<file path="src/rtl/sa_x_feeder_if.sv">
`default_nettype none
// sa_x_feeder_if: valid/ready stream of signed X vectors, one 16-bit word per array row (rev 1.0)
interface sa_x_feeder_if #(
  parameter int ROWS = 4,
  parameter int DW   = 16
);
  logic                 s_valid;
  logic                 s_ready;
  logic [ROWS*DW-1:0]   s_data;
  logic                 s_last;

  modport master (output s_valid, output s_data, output s_last, input  s_ready);
  modport slave  (input  s_valid, input  s_data, input  s_last, output s_ready);
endinterface
`default_nettype wire

</file>
<file path="src/rtl/sa_x_feeder.sv">
`default_nettype none
// sa_x_feeder: converts signed X vectors to magnitude/sign and skews them onto the array rows (rev 1.0)
module sa_x_feeder #(
  parameter int ROWS = 4,
  parameter int DW   = 16
) (
  input  wire                  clk,
  input  wire                  _res,
  input  wire [1:0]            cfg_mode,
  sa_x_feeder_if.slave         s,
  output logic [ROWS*DW-1:0]   x_out,
  output logic [ROWS*2-1:0]    xsign_out,
  output logic [1:0]           mode_out,
  output logic                 busy,
  output logic                 done
);
  localparam int CNTW = (ROWS > 2) ? $clog2(ROWS) : 1;
  localparam logic [CNTW-1:0] DRAIN_LOAD = CNTW'(ROWS - 1);

  typedef enum logic [1:0] {
    IDLE   = 2'd0,
    STREAM = 2'd1,
    DRAIN  = 2'd2
  } state_t;

  state_t          state, state_nx;
  logic [CNTW-1:0] cnt, cnt_nx;
  logic [1:0]      mode_reg, mode_nx;
  logic            done_nx;
  logic            accept;
  logic            conv_m8;
  logic [DW-1:0]   conv_mag  [ROWS];
  logic [1:0]      conv_sign [ROWS];

  function automatic logic [7:0] abs8(input logic [7:0] v);
    return v[7] ? (~v + 8'd1) : v;
  endfunction

  function automatic logic [15:0] abs16(input logic [15:0] v);
    return v[15] ? (~v + 16'd1) : v;
  endfunction

  assign s.s_ready = (state != DRAIN);
  assign accept    = s.s_valid & s.s_ready;
  assign busy      = (state != IDLE);
  // Outside a burst the array must stop accumulating, so the calc bit is dropped.
  assign mode_out  = busy ? mode_reg : {1'b0, mode_reg[0]};
  // The first beat of a burst converts with the mode being latched on that same edge.
  assign conv_m8   = (state == IDLE) ? cfg_mode[0] : mode_reg[0];

  always_comb begin
    for (int r = 0; r < ROWS; r++) begin
      if (conv_m8) begin
        conv_mag[r]  = {abs8(s.s_data[r*DW+8 +: 8]), abs8(s.s_data[r*DW +: 8])};
        conv_sign[r] = {s.s_data[r*DW+15], s.s_data[r*DW+7]};
      end else begin
        conv_mag[r]  = abs16(s.s_data[r*DW +: 16]);
        conv_sign[r] = {2{s.s_data[r*DW+15]}};
      end
    end
  end

  always_comb begin
    state_nx = state;
    cnt_nx   = cnt;
    mode_nx  = mode_reg;
    done_nx  = 1'b0;
    case (state)
      IDLE: begin
        if (accept) begin
          mode_nx = cfg_mode;
          if (s.s_last) begin
            state_nx = DRAIN;
            cnt_nx   = DRAIN_LOAD;
          end else begin
            state_nx = STREAM;
          end
        end
      end
      STREAM: begin
        if (accept && s.s_last) begin
          state_nx = DRAIN;
          cnt_nx   = DRAIN_LOAD;
        end
      end
      DRAIN: begin
        cnt_nx = cnt - 1'b1;
        // Leaving on the edge the counter hits zero, i.e. when the last beat lands on the deepest row.
        if (cnt == CNTW'(1)) begin
          state_nx = IDLE;
          done_nx  = 1'b1;
        end
      end
      default: state_nx = IDLE;
    endcase
  end

  always_ff @(negedge clk or negedge _res) begin
    if (!_res) begin
      state    <= IDLE;
      cnt      <= '0;
      mode_reg <= '0;
      done     <= 1'b0;
    end else begin
      state    <= state_nx;
      cnt      <= cnt_nx;
      mode_reg <= mode_nx;
      done     <= done_nx;
    end
  end

  for (genvar r = 0; r < ROWS; r++) begin : g_row
    logic [r:0][DW-1:0] mag_pipe;
    logic [r:0][1:0]    sign_pipe;

    always_ff @(negedge clk or negedge _res) begin
      if (!_res) begin
        mag_pipe  <= '0;
        sign_pipe <= '0;
      end else begin
        mag_pipe[0]  <= accept ? conv_mag[r]  : '0;
        sign_pipe[0] <= accept ? conv_sign[r] : 2'b00;
        for (int j = 1; j <= r; j++) begin
          mag_pipe[j]  <= mag_pipe[j-1];
          sign_pipe[j] <= sign_pipe[j-1];
        end
      end
    end

    assign x_out[r*DW +: DW]   = mag_pipe[r];
    assign xsign_out[r*2 +: 2] = sign_pipe[r];
  end
endmodule
`default_nettype wire
</file>
<file path="src/flat_wrapper.sv">
// flat-port wrapper written by rule: the top's interface ports become plain ports
module sa_x_feeder_flat 
#(
  parameter int ROWS = 4,
  parameter int DW   = 16
)
  (clk, _res, cfg_mode, x_out, xsign_out, mode_out, busy, done, s_s_valid, s_s_data, s_s_last, s_s_ready);
  sa_x_feeder_if #(.ROWS(ROWS), .DW(DW)) s_i ();
  input  wire clk;
  input  wire _res;
  input  wire [1:0] cfg_mode;
  output logic [ROWS*DW-1:0] x_out;
  output logic [ROWS*2-1:0] xsign_out;
  output logic [1:0] mode_out;
  output logic busy;
  output logic done;
  input wire logic [$bits(s_i.s_valid)-1:0] s_s_valid;
  input wire logic [$bits(s_i.s_data)-1:0] s_s_data;
  input wire logic [$bits(s_i.s_last)-1:0] s_s_last;
  output wire logic [$bits(s_i.s_ready)-1:0] s_s_ready;
  assign s_i.s_valid = s_s_valid;
  assign s_i.s_data = s_s_data;
  assign s_i.s_last = s_s_last;
  assign s_s_ready = s_i.s_ready;
  sa_x_feeder #(.ROWS(ROWS), .DW(DW)) u_core (.clk(clk), ._res(_res), .cfg_mode(cfg_mode), .s(s_i), .x_out(x_out), .xsign_out(xsign_out), .mode_out(mode_out), .busy(busy), .done(done));
endmodule
</file>
<file path="config.mk">
export PLATFORM = sky130hd
export DESIGN_NAME = sa_x_feeder_flat
export DESIGN_NICKNAME = d
export VERILOG_FILES = /design/src/rtl/sa_x_feeder_if.sv /design/src/rtl/sa_x_feeder.sv /design/src/flat_wrapper.sv
export SDC_FILE = /design/constraint.sdc
export NUM_CORES = 1
export LEC_CHECK = 0
export ABC_CLOCK_PERIOD_IN_PS = 1600
export BUFFER_PORTS_ARGS = -buffer_cell sky130_fd_sc_hd__buf_2
export CAP_MARGIN = 20
export CORE_UTILIZATION = 38
export DETAILED_ROUTE_END_ITERATION = 7
export PLACE_DENSITY_LB_ADDON = 0.3
export RECOVER_POWER = 100
export SETUP_SLACK_MARGIN = 0.02
export SYNTH_ARGS = -nofsm -noshare
export SYNTH_HDL_FRONTEND = slang
export SYNTH_SLANG_ARGS = --single-unit
</file>
<file path="constraint.sdc">
create_clock -name clk -period 1.6 [get_ports clk]
set_input_delay 0.24 -clock clk [delete_from_list [all_inputs] [get_ports clk]]
set_output_delay 0.24 -clock clk [all_outputs]
set_load 0.01 [all_outputs]
</file>
==> out/results.ini <==
[floorplanning]
initial_core_util_pct = 39.28
fp.coreArea_um2 = 20490
ioPinCount = 147
num_rows = 52
dieWidth_um = 147.6
die_height_um = 147.6
die_area_um2 = 21770

[grt]
overflow = 0
grt_max_degree = 57
gr-usage-all-layers_pct = 20.32
first_global_vias = 6627
grt_pass1_wl_mm = 34.18
antenna_found_initial = 4

[routing]
drc_errors = 0
detail_route.iter0.violations = 410
dr.pass1.iters = 5
drt_wl_total_mm = 21.87
wl_met1_mm = 9.342
wl_met2_mm = 10.96
routed.top_layer = met5
ant_nets = 0
met3WireLength_mm = 1.098
wire_per_inst_um = 16.87
vias_per_cell = 5.082
vias = 6586

[pwr]
power.share.sequential_pct = 36.8
p_per_area_nw_per_um2 = 1453
clock_power_share_pct = 24.2
power.switching_mw = 5.716
power.internal_mw = 11.60
p_sw_share_pct = 33.02
peakVddDrop_mv = 0.7812
total_power_mw = 17.31
p_comb_share_pct = 39.0
p_leak_nw = 5.804

[setup_path]
worst-setup-path-type = flop to output port
r2r_slack_ns = -0.29
r2r_cells = 7
arrival_ns = 2.10
crit_required_ns = 1.36
critical_path.startpoint = u_core.state[0]
timing.rr.end = u_core.g_row[3].mag_pipe[13]
start_kind = flop
critPathBufInv = 1
critPathMaxFanout = 4
cp.depth = 3
cp-end-kind = output port
path_delay_family = simple AND/OR/NAND/NOR gates
worstPathCellList = or2_4 > and2_4 > buf_6
cp_slowest_cell = dfrtn_1
max_stage_delay_ns = 0.38
r2r_start = u_core.state[0]

[worst_hold_path]
hold_path_end = u_core.x_out[42]
hold_start = u_core.g_row[2].mag_pipe[26]
hold_depth = 0
hp-class = flop to flop

[synth]
synth-seq-area-share_pct = 58.13
synthAdderAreaFrac_pct = 2.021
syn_avg_cell_area_um2 = 11.23
yosys.area_share.simple_pct = 16.13
yosysTopAreaCellShare_pct = 58.13
synth-edff-count = 0
syn_area_um2 = 8050
synth_top_family_by_area = simple AND/OR/NAND/NOR gates
synth_nets = 800
synth_warnings = 0
synth_cells = 717
synthFlopType = dfrtn_1
async_flop_share_pct = 100.0
yosysTopAreaCell = dfrtn_1
synth_compound_area_share_pct = 12.76
synth_area_leaders = dfrtn_1 (58%), buf_4 (5.5%), nand2_1 (2.3%)
synthMuxAreaShare_pct = 2.145
ys_ff_latch = 187
synth-xor-area-share_pct = 0.1088
yosys.cell_types.count = 64

[placed_design]
dpl.hpwl_mm = 14.64
gp_congestion = 0.8535
dp_cells = 1226
numPortBuffers = 146

[cells_and_area]
nets = 1095
top_register = u_core.g_row.mag_pipe
syn2layout_area_growth_pct = 47.96
layout.cells.non_filler = 1296
largest_reg_flops = 112
drive_gt1_share_pct = 50.15
final_core_util_pct = 58.12

[timing]
clock_skew_ns = 0.01826
final-setup-viol-count = 147
rsz0062_at_grt = true
drv_slew = 0
tightest_slew_ns = 0.5010
hold_ws_ns = 0.2921
setup_tns_ns = -44.80
relSlewSlack_pct = 66.60
fin_ws_ns = -0.7365
finalHoldViolations = 0

[run]
maxCapViolations = 0

[clock_network]
hold_buffers = 0
clkTransAtPathRegs_ns = 0.05
clk-insertion-delay-late_ns = 0.41
cts_tree = built
clock_path_buffers = 2
htree_levels = 4
cts_root_buffer = clkbuf_16
cts.sinks = 187
cts_made_buffers = 17

[run_status]
violations = setup timing
outcome = finished, violations left

[per-stage QoR]
| step | instance area [um^2] | worst slack [ns] |
|---|---|---|
| 2_1_floorplan | 8433 | -0.6363 |
| 3_3_place_gp | 10290 | -0.8641 |
| 3_5_place_dp | 10290 | -0.8850 |
| 4_1_cts | 11540 | -0.7548 |
| 5_1_grt | 11910 | -0.7574 |
| 6_report | 11910 | -0.7365 |
[cells in the mapped netlist, types with 5 or more instances]
library cell	instances
nor2b_1	11
o31ai_1	5
nand2_1	50
nand4_1	19
mux2i_1	15
a31oi_1	6
buf_4	59
nand2b_1	10
a22oi_1	6
o2111ai_1	9
nor2_1	45
a2bb2oi_1	6
buf_2	11
inv_1	28
or3_1	17
o21ai_0	18
a21oi_1	27
nand3_1	23
o211ai_1	11
nor3_1	19
dfrtn_1	187
a2111o_1	11
nor4_1	13
or4_1	11
clkbuf_1	13
ha_1	13
[kinds of logic after synthesis]
family,after synthesis
compound gates,137
xor+xnor,1
fa+ha+maj,13
buf+inv,118
flops,187
mux,17
simple gates,244
[worst max path at each step]
stage          slack [ns]                            to
3_3_place_gp        -0.86   u_core.g_row[2].mag_pipe[6]
3_5_place_dp        -0.89   u_core.g_row[2].mag_pipe[6]
2_1_floorplan       -0.64  u_core.g_row[3].mag_pipe[14]
6_report            -0.74                   mode_out[1]
5_1_grt             -0.76                   mode_out[1]
4_1_cts             -0.75                     s_s_ready
[cell usage in the layout (no fill, tap or decap), types with 7 or more instances in the layout]
| cell type | n |
|---|---|
| dfrtn_1 | 187 |
| buf_4 | 158 |
| buf_2 | 131 |
| nand2_1 | 44 |
| buf_6 | 41 |
| nor2_1 | 40 |
| inv_1 | 25 |
| nand4_1 | 19 |
| clkbuf_16 | 18 |
| nand3_1 | 17 |
| or3_1 | 16 |
| mux2i_1 | 15 |
| a21oi_1 | 13 |
| a21oi_2 | 13 |
| o21ai_1 | 12 |
| o211ai_1 | 11 |
| a2111o_1 | 11 |
| buf_12 | 11 |
| nor2b_1 | 10 |
| nand2b_1 | 10 |
| nor3_1 | 9 |
| nor4_1 | 9 |
| nand3_4 | 8 |
| ha_1 | 8 |
| o21ai_4 | 7 |
[power by group through the flow]
stage                     clock network (mW)  registers, mW  logic (mW)
final                                   4.19           6.37        6.76
after floorplan                            0           6.40        3.38
after global placement                     0           6.44        5.01
after detailed placement                   0           6.47        5.08
after CTS                               4.29           6.38        6.23
after global routing                    4.46           6.49        7.24
[per-layer routing]
| metal | global-route usage, % | vias to the layer above |
|---|---|---|
| li1 | - | 3134 |
| met1 | 25.98 | 3209 |
| met2 | 33.75 | 194 |
| met3 | 4.167 | 43 |
| met4 | 8.093 | 6 |
| met5 | 0 | - |
[final cells by class]
class	count	area, um^2
fillers	1716	8583
flip-flops and latches	187	4679
multi-input cells	419	3496
repair buffers	357	2684
clock buffers	21	460.4
well taps	270	337.8
clock inverters	11	127.6
inverters	30	123.9
diodes	1	2.502
[timing repair]
action                     CTS  global route
pin swaps                   55            51
setup buffers               19            18
gates resized for setup    100            57
setup endpoints to repair  146           148
gates cloned                 6             2
Note: power is estimated with default switching activity, not from simulation.
